**src/rtl/risci_pkg.sv**
```systemverilog
// rtl/risci_pkg.sv - shared widths, access-size encodings and arbiter enums for the risci memory arbiter
package risci_pkg;

    localparam int VLEN = 64;
    localparam int DLEN = 64;
    localparam int ILEN = 32;

    localparam logic [1:0] LEN_8  = 2'b00;
    localparam logic [1:0] LEN_16 = 2'b01;
    localparam logic [1:0] LEN_32 = 2'b10;
    localparam logic [1:0] LEN_64 = 2'b11;

    typedef enum logic [1:0] {
        ARB_IDLE = 2'd0,
        ARB_BUSY = 2'd1,
        ARB_RESP = 2'd2
    } arb_state_e;

    typedef enum logic {
        OWN_INSTR = 1'b0,
        OWN_DATA  = 1'b1
    } owner_e;

endpackage

```
**src/rtl/risci_starve_ctr.sv**
```systemverilog
// rtl/risci_starve_ctr.sv - counts back-to-back data grants while a fetch waits; flags when fetch must win
module risci_starve_ctr #(
    parameter int LIMIT = 4
) (
    input  logic clk,
    input  logic rst,
    input  logic i_req,
    input  logic grant_i,
    input  logic grant_d,
    output logic starve
);

    localparam int CW = $clog2(LIMIT + 1);

    logic [CW-1:0] cnt;

    // saturates at LIMIT so the flag stays up until the fetch is actually granted
    always_ff @(posedge clk or negedge rst) begin
        if (!rst) begin
            cnt <= '0;
        end else if (!i_req || grant_i) begin
            cnt <= '0;
        end else if (grant_d && (cnt < CW'(LIMIT))) begin
            cnt <= cnt + 1'b1;
        end
    end

    assign starve = (cnt >= CW'(LIMIT));

endmodule

```
**src/rtl/risci_mem_arbiter.sv**
```systemverilog
// rtl/risci_mem_arbiter.sv - two-port (fetch/data) to one-port memory arbiter; optional RISCI_ARB_STARVE_GUARD_EN
module risci_mem_arbiter
    import risci_pkg::*;
#(
    parameter int STARVE_LIMIT = 4
) (
    input  logic            clk,
    input  logic            rst,
    input  logic            hlt,
    input  logic            i_req,
    input  logic [VLEN-1:0] i_addr,
    output logic [ILEN-1:0] i_rdata,
    output logic            i_ack,
    input  logic            d_req,
    input  logic            d_we,
    input  logic [VLEN-1:0] d_addr,
    input  logic [DLEN-1:0] d_wdata,
    input  logic [1:0]      d_len,
    output logic [DLEN-1:0] d_rdata,
    output logic            d_ack,
    output logic            m_req,
    output logic            m_we,
    output logic [VLEN-1:0] m_addr,
    output logic [DLEN-1:0] m_wdata,
    output logic [1:0]      m_len,
    input  logic [DLEN-1:0] m_rdata,
    input  logic            m_ack
);

    localparam logic [1:0] S_IDLE = ARB_IDLE;
    localparam logic [1:0] S_BUSY = ARB_BUSY;
    localparam logic [1:0] S_RESP = ARB_RESP;

    logic [1:0] state;
    owner_e     owner;
    logic       grant;
    logic       pick_i;
    logic       grant_i;
    logic       grant_d;
    logic       starve;

`ifdef RISCI_ARB_STARVE_GUARD_EN
    risci_starve_ctr #(
        .LIMIT(STARVE_LIMIT)
    ) u_starve_ctr (
        .clk    (clk),
        .rst    (rst),
        .i_req  (i_req),
        .grant_i(grant_i),
        .grant_d(grant_d),
        .starve (starve)
    );
`else
    // strict data priority: the limit has no effect in this build
    assign starve = (STARVE_LIMIT < 0);
`endif

    assign grant   = (state == S_IDLE) && !hlt && (i_req || d_req);
    assign pick_i  = i_req && (!d_req || starve);
    assign grant_i = grant && pick_i;
    assign grant_d = grant && !pick_i;

    always_ff @(posedge clk or negedge rst) begin
        if (!rst) begin
            state   <= S_IDLE;
            owner   <= OWN_INSTR;
            m_req   <= 1'b0;
            m_we    <= 1'b0;
            m_addr  <= '0;
            m_wdata <= '0;
            m_len   <= 2'b00;
            i_rdata <= '0;
            i_ack   <= 1'b0;
            d_rdata <= '0;
            d_ack   <= 1'b0;
        end else begin
            case (state)
                S_IDLE: begin
                    if (grant) begin
                        state <= S_BUSY;
                        m_req <= 1'b1;
                        if (pick_i) begin
                            owner   <= OWN_INSTR;
                            m_we    <= 1'b0;
                            m_addr  <= i_addr;
                            m_wdata <= '0;
                            m_len   <= LEN_32;
                        end else begin
                            owner   <= OWN_DATA;
                            m_we    <= d_we;
                            m_addr  <= d_addr;
                            m_wdata <= d_wdata;
                            m_len   <= d_len;
                        end
                    end
                end
                S_BUSY: begin
                    if (m_ack) begin
                        state <= S_RESP;
                        m_req <= 1'b0;
                        if (owner == OWN_INSTR) begin
                            i_rdata <= m_rdata[ILEN-1:0];
                            i_ack   <= 1'b1;
                        end else begin
                            d_rdata <= m_rdata;
                            d_ack   <= 1'b1;
                        end
                    end
                end
                S_RESP: begin
                    state <= S_IDLE;
                    i_ack <= 1'b0;
                    d_ack <= 1'b0;
                end
                default: begin
                    state <= S_IDLE;
                end
            endcase
        end
    end

endmodule

```
**config.mk**
```make
export PLATFORM = sky130hd
export DESIGN_NAME = risci_mem_arbiter
export DESIGN_NICKNAME = d
export VERILOG_FILES = /design/src/rtl/risci_pkg.sv /design/src/rtl/risci_starve_ctr.sv /design/src/rtl/risci_mem_arbiter.sv
export SDC_FILE = /design/constraint.sdc
export NUM_CORES = 1
export LEC_CHECK = 0
export CORE_AREA = 3 3 192 194
export CTS_BUF_LIST = sky130_fd_sc_hd__clkbuf_16
export DETAILED_ROUTE_END_ITERATION = 8
export DIE_AREA = 0 0 195 197
export SETUP_SLACK_MARGIN = 0.05
export SLEW_MARGIN = 20
export SYNTH_ARGS = -nofsm -noshare
export SYNTH_HDL_FRONTEND = slang
export SYNTH_HIERARCHICAL = 1
export SYNTH_SLANG_ARGS = --single-unit
```
**constraint.sdc**
```tcl
create_clock -name clk -period 4.4 [get_ports clk]
set_input_delay 0.88 -clock clk [delete_from_list [all_inputs] [get_ports clk]]
set_output_delay 0.88 -clock clk [all_outputs]
set_load 0.01 [all_outputs]
```
* Word-level counts from Yosys, hierarchy flattened
Cells that the tools add are included.
** Word-level totals
- Flip-flop bits (word level) :: 233
** Cells by class
- Eq/ne operators :: 6
- Muxes and demuxes :: 17
- Bitwise logic cells :: 1
- Reductions and logical operators :: 16
** Operators by type and width (count)
- 2-to-1 mux 64 bit :: 2
- AND reduction 3 bit :: 5
- 2-to-1 mux 1 bit :: 8
- inequality test 2 bit, second input constant :: 4
- 2-to-1 mux 2 bit :: 3
- case mux 1 bit (2 select lines) :: 3
- case mux 2 bit (2 select lines) :: 1
- AND reduction 2 bit :: 2
- nonzero test 2 bit :: 2
- logical AND 1 bit :: 3
- == test 2 x 1 -> 1 bit, second input constant :: 1
- == test 2 bit, second input constant :: 1
- zero test 1 bit :: 2
- zero test 2 bit :: 1
- logical OR 1 bit :: 1
- NOT 1 bit :: 1

* Longest topological paths before layout
- Depth in word-level cells :: 5
- Mapped depth :: 6
- Gate-level depth less buffers :: 4

* Worst setup path after synthesis
No wires, ideal clock.
- Kind :: in2reg
- Start :: in d_req
- End :: reg m_addr[53]
- Setup time :: 0.125 ns
- Data arrival time :: 2.093 ns
- Path slack :: 2.183 ns
- Stages on the path :: 6
- Buffers on the path :: 3
- Cells stage by stage :: buf_4 > nor2b_1 > buf_6 > buf_2 > mux2_1 > mux2_2
** Between the ends
- Longest elaborated chain between the ends :: 3
- Elaborated cells between the ends (all ways) :: 6
** RTL lines
- from (decl) :: RTL line risci_mem_arbiter.sv:14 : input logic d_req,
- zero test 1 bit or logical OR 1 bit (tied branches) :: RTL line risci_mem_arbiter.sv:59, risci_mem_arbiter.sv:58
- logical AND 1 bit, on equally long branches :: RTL line risci_mem_arbiter.sv:59, risci_mem_arbiter.sv:58
- 2-to-1 mux 64 bit or AND reduction 2 bit (tied branches)
- to (signal assigned) :: RTL line risci_mem_arbiter.sv:85 : m_addr <= i_addr;
- to (signal assigned) :: RTL line risci_mem_arbiter.sv:91 : m_addr <= d_addr;
- to (decl) :: RTL line risci_mem_arbiter.sv:23 : output logic [VLEN-1:0] m_addr,
Parallel ways exist; a longest one is shown, timed or not.
A chain may end at the register's enable or synchronous reset.

* Worst setup path in the final report
- Start :: in i_req
- End :: reg m_addr[62]
** Between the ends
- Longest elaborated chain between the ends :: 3
- Elaborated cells between the ends (all ways) :: 5
** RTL lines
- from (decl) :: RTL line risci_mem_arbiter.sv:10 : input logic i_req,
- logical OR 1 bit :: RTL line risci_mem_arbiter.sv:58 : assign grant = (state == S_IDLE) && !hlt && (i_req || d_req);
- logical AND 1 bit :: RTL line risci_mem_arbiter.sv:58
- AND reduction 2 bit (no line)
Parallel ways exist; a longest one is shown, timed or not.

==> results.yml <==
detailed_routing:
  drc: 0
  vias: 7040
  drt_pass1_iterations: 4
  drt-met1-wl_um: 12500
  viasPerCell: 4.51
  ant_nets: 0
  wl_met2_um: 15400
  drt_iter0_markers: 271
  met3_length_um: 3220
  routedWlPerCell_um: 20.3
  routed_wl_um: 31700
  top_layer_used: "met5"
layout:
  final_util_pct: 44.3
  layout-area-overhead-vs-synth_pct: 66.4
  instances_no_fill: 1560
  mostFrequentLayoutCells: "492 x clkdlybuf4s50_1, 233 x dfrtp_1, 146 x mux2_1, 78 x mux2_2, 66 x a32o_1"
  final_area_um2: 15700
  layout-drive-gt1-share_pct: 12.5
  antenna_cells: 0
  final_common_cell: "clkdlybuf4s50_1"
  fin_nets: 1343
timing:
  finClkSkew_ns: 0.0194
  tns_ns: 0
  slew_headroom_pct: 47.7
  finalHoldViolCount: 0
  holdWs_ns: 0.397
  slew_viol_final: 0
  worst_pin_slew_ns: 0.784
  finalCriticalPeriod_ns: 2.57
  setup_violations: 0
  fmax_ghz: 0.388
  timing.final.ws_setup_ns: 1.83
  period_share_pct: 58.5
  rsz0062_at_grt: "false"
setup_path:
  start_kind: "primary input"
  worstPathArrival_ns: 2.98
  end_kind: "flip-flop"
  r2r_slack_ns: 2.27
  reg2reg_depth: 5
  worstPathRequired_ns: 4.81
  cp_max_fo: 131
  critPathKind: "in2reg"
  r2r_start: "state[1]"
  timing.rr.end: "d_rdata[51]"
  crit_start: "i_req"
  critPathCapture: "m_addr[62]"
synthesis:
  synth-seq-cells: 233
  synth.distinct_cells: 22
  syn_nets: 853
  syn_area_um2: 9420
  ys_seq_area_share_pct: 61.9
  synth_cells: 588
  yosysWarnings: 6
  postSynthAreaPerCell_um2: 16.0
pwr:
  p_total_mw: 9.21
  leakagePower_nw: 6.41
  irDropWorstVdd_mv: 0.429
  p_per_area_nw_per_um2: 587
flow_run:
  cap_violations: 0
grt:
  grt_max_degree: 132
  grt.total_usage_pct: 15.7
  grt-ovfl-total: 0
  grt_pass1_vias: 7672
  antenna_found_initial: 3
  grt_pass1_wl_um: 47700
clock_network:
  clock_latency_ns: 0.54
  postCtsSetupBuffers: 0
  cts_made_buffers: 27
  cts-hold-fix-buffers: 0
  ctsResizeCount: 0
  cts.sinks: 233
  cts_root_buf: "clkbuf_16"
  cts_tree: "done"
  cts_buffer_depth: 3
  clk_pin_slew_ns: 0.06
  htreeDepth: 1
placement:
  place_inst: 1510
  routabilityCongestion: 0.778
  place_hpwl_um: 23400
  portBuffers: 494
  post-place-ws_ns: 1.26
  postPlaceCellArea_um2: 14800
outcome:
  status: "finished clean"
floorplanning:
  die-width_um: 195
  core_um2: 35400
  die_h_um: 197
  pin_count: 495
  row_count: 69
  dieArea_um2: 38400
  initial_core_util_pct: 26.6
min_path:
  hold_class: "in2async"
## worst min-delay path by stage
stage	start	endpoint	slack (ns)
3_5_place_dp	i_rdata[15]	i_rdata[15]	0.48
4_1_cts	rst	d_rdata[23]	0.39
2_1_floorplan	owner	owner	0.51
6_report	rst	d_rdata[15]	0.40
3_3_place_gp	d_ack	d_ack	0.46
5_1_grt	rst	d_rdata[14]	0.44
## report_power, final
part	leakage [nW]	switching, mW	total (mW)	internal, mW
sequential	2.83	0.450	3.46	3.01
combinational	3.15	1.39	3.61	2.22
clock	0.431	0.902	2.14	1.24
total	6.41	2.74	9.21	6.46
## flip-flops by register name, indices dropped and copies added (netlist names)
signal	cells
m_addr	64
m_we	1
i_rdata	32
d_ack	1
owner	1
m_req	1
i_ack	1
state	2
m_wdata	64
d_rdata	64
m_len	2
## per-layer routing
layer  vias to the layer above  GRT usage, %
li1                       3191             -
met1                      3472          18.7
met2                       330          27.1
met3                        41          6.27
met4                         6          3.27
met5                         -             0
## Yosys cell counts
library cell,instances,area share [%]
dfrtp_1,233,62
mux2_1,146,17
mux2_2,78,9.3
a32o_1,66,7.0
buf_2,20,1.1
clkbuf_1,12,0.48
buf_6,11,1.3
nand2_1,5,0.20
buf_4,2,0.16
inv_1,2,0.080
nand2b_1,2,0.13
a21o_1,1,0.080
a22o_1,1,0.093
a32oi_1,1,0.093
buf_1,1,0.040
inv_2,1,0.040
nand3b_1,1,0.080
nor2_2,1,0.066
nor2b_1,1,0.066
nor3_4,1,0.17
o21ai_1,1,0.053
o21ai_2,1,0.093
## critical path, stage by stage
cell and delay [ns]:
clkdlybuf4s50_1 0.60, o21ai_4 0.44, buf_12 0.54, mux2_2 0.41
## kinds of logic after synthesis
group                  after synthesis  synth area share [%]
flip-flops                         233                  61.9
buffers and inverters               49                  3.17
AO/OA/AOI/OAI                       71                  7.43
AND/OR/NAND/NOR                     11                 0.717
multiplexers                       224                  26.8
## final cells by class
cell class / instances / area [um^2]
clock buffer: 27 / 676
clock inverter: 23 / 174
fill: 3291 / 19700
tap: 461 / 577
timing repair buffer: 507 / 5090
inverter: 3 / 11.3
sequential: 233 / 5830
multi-input combinational: 306 / 3310
Power figures use the tool's default switching activity.
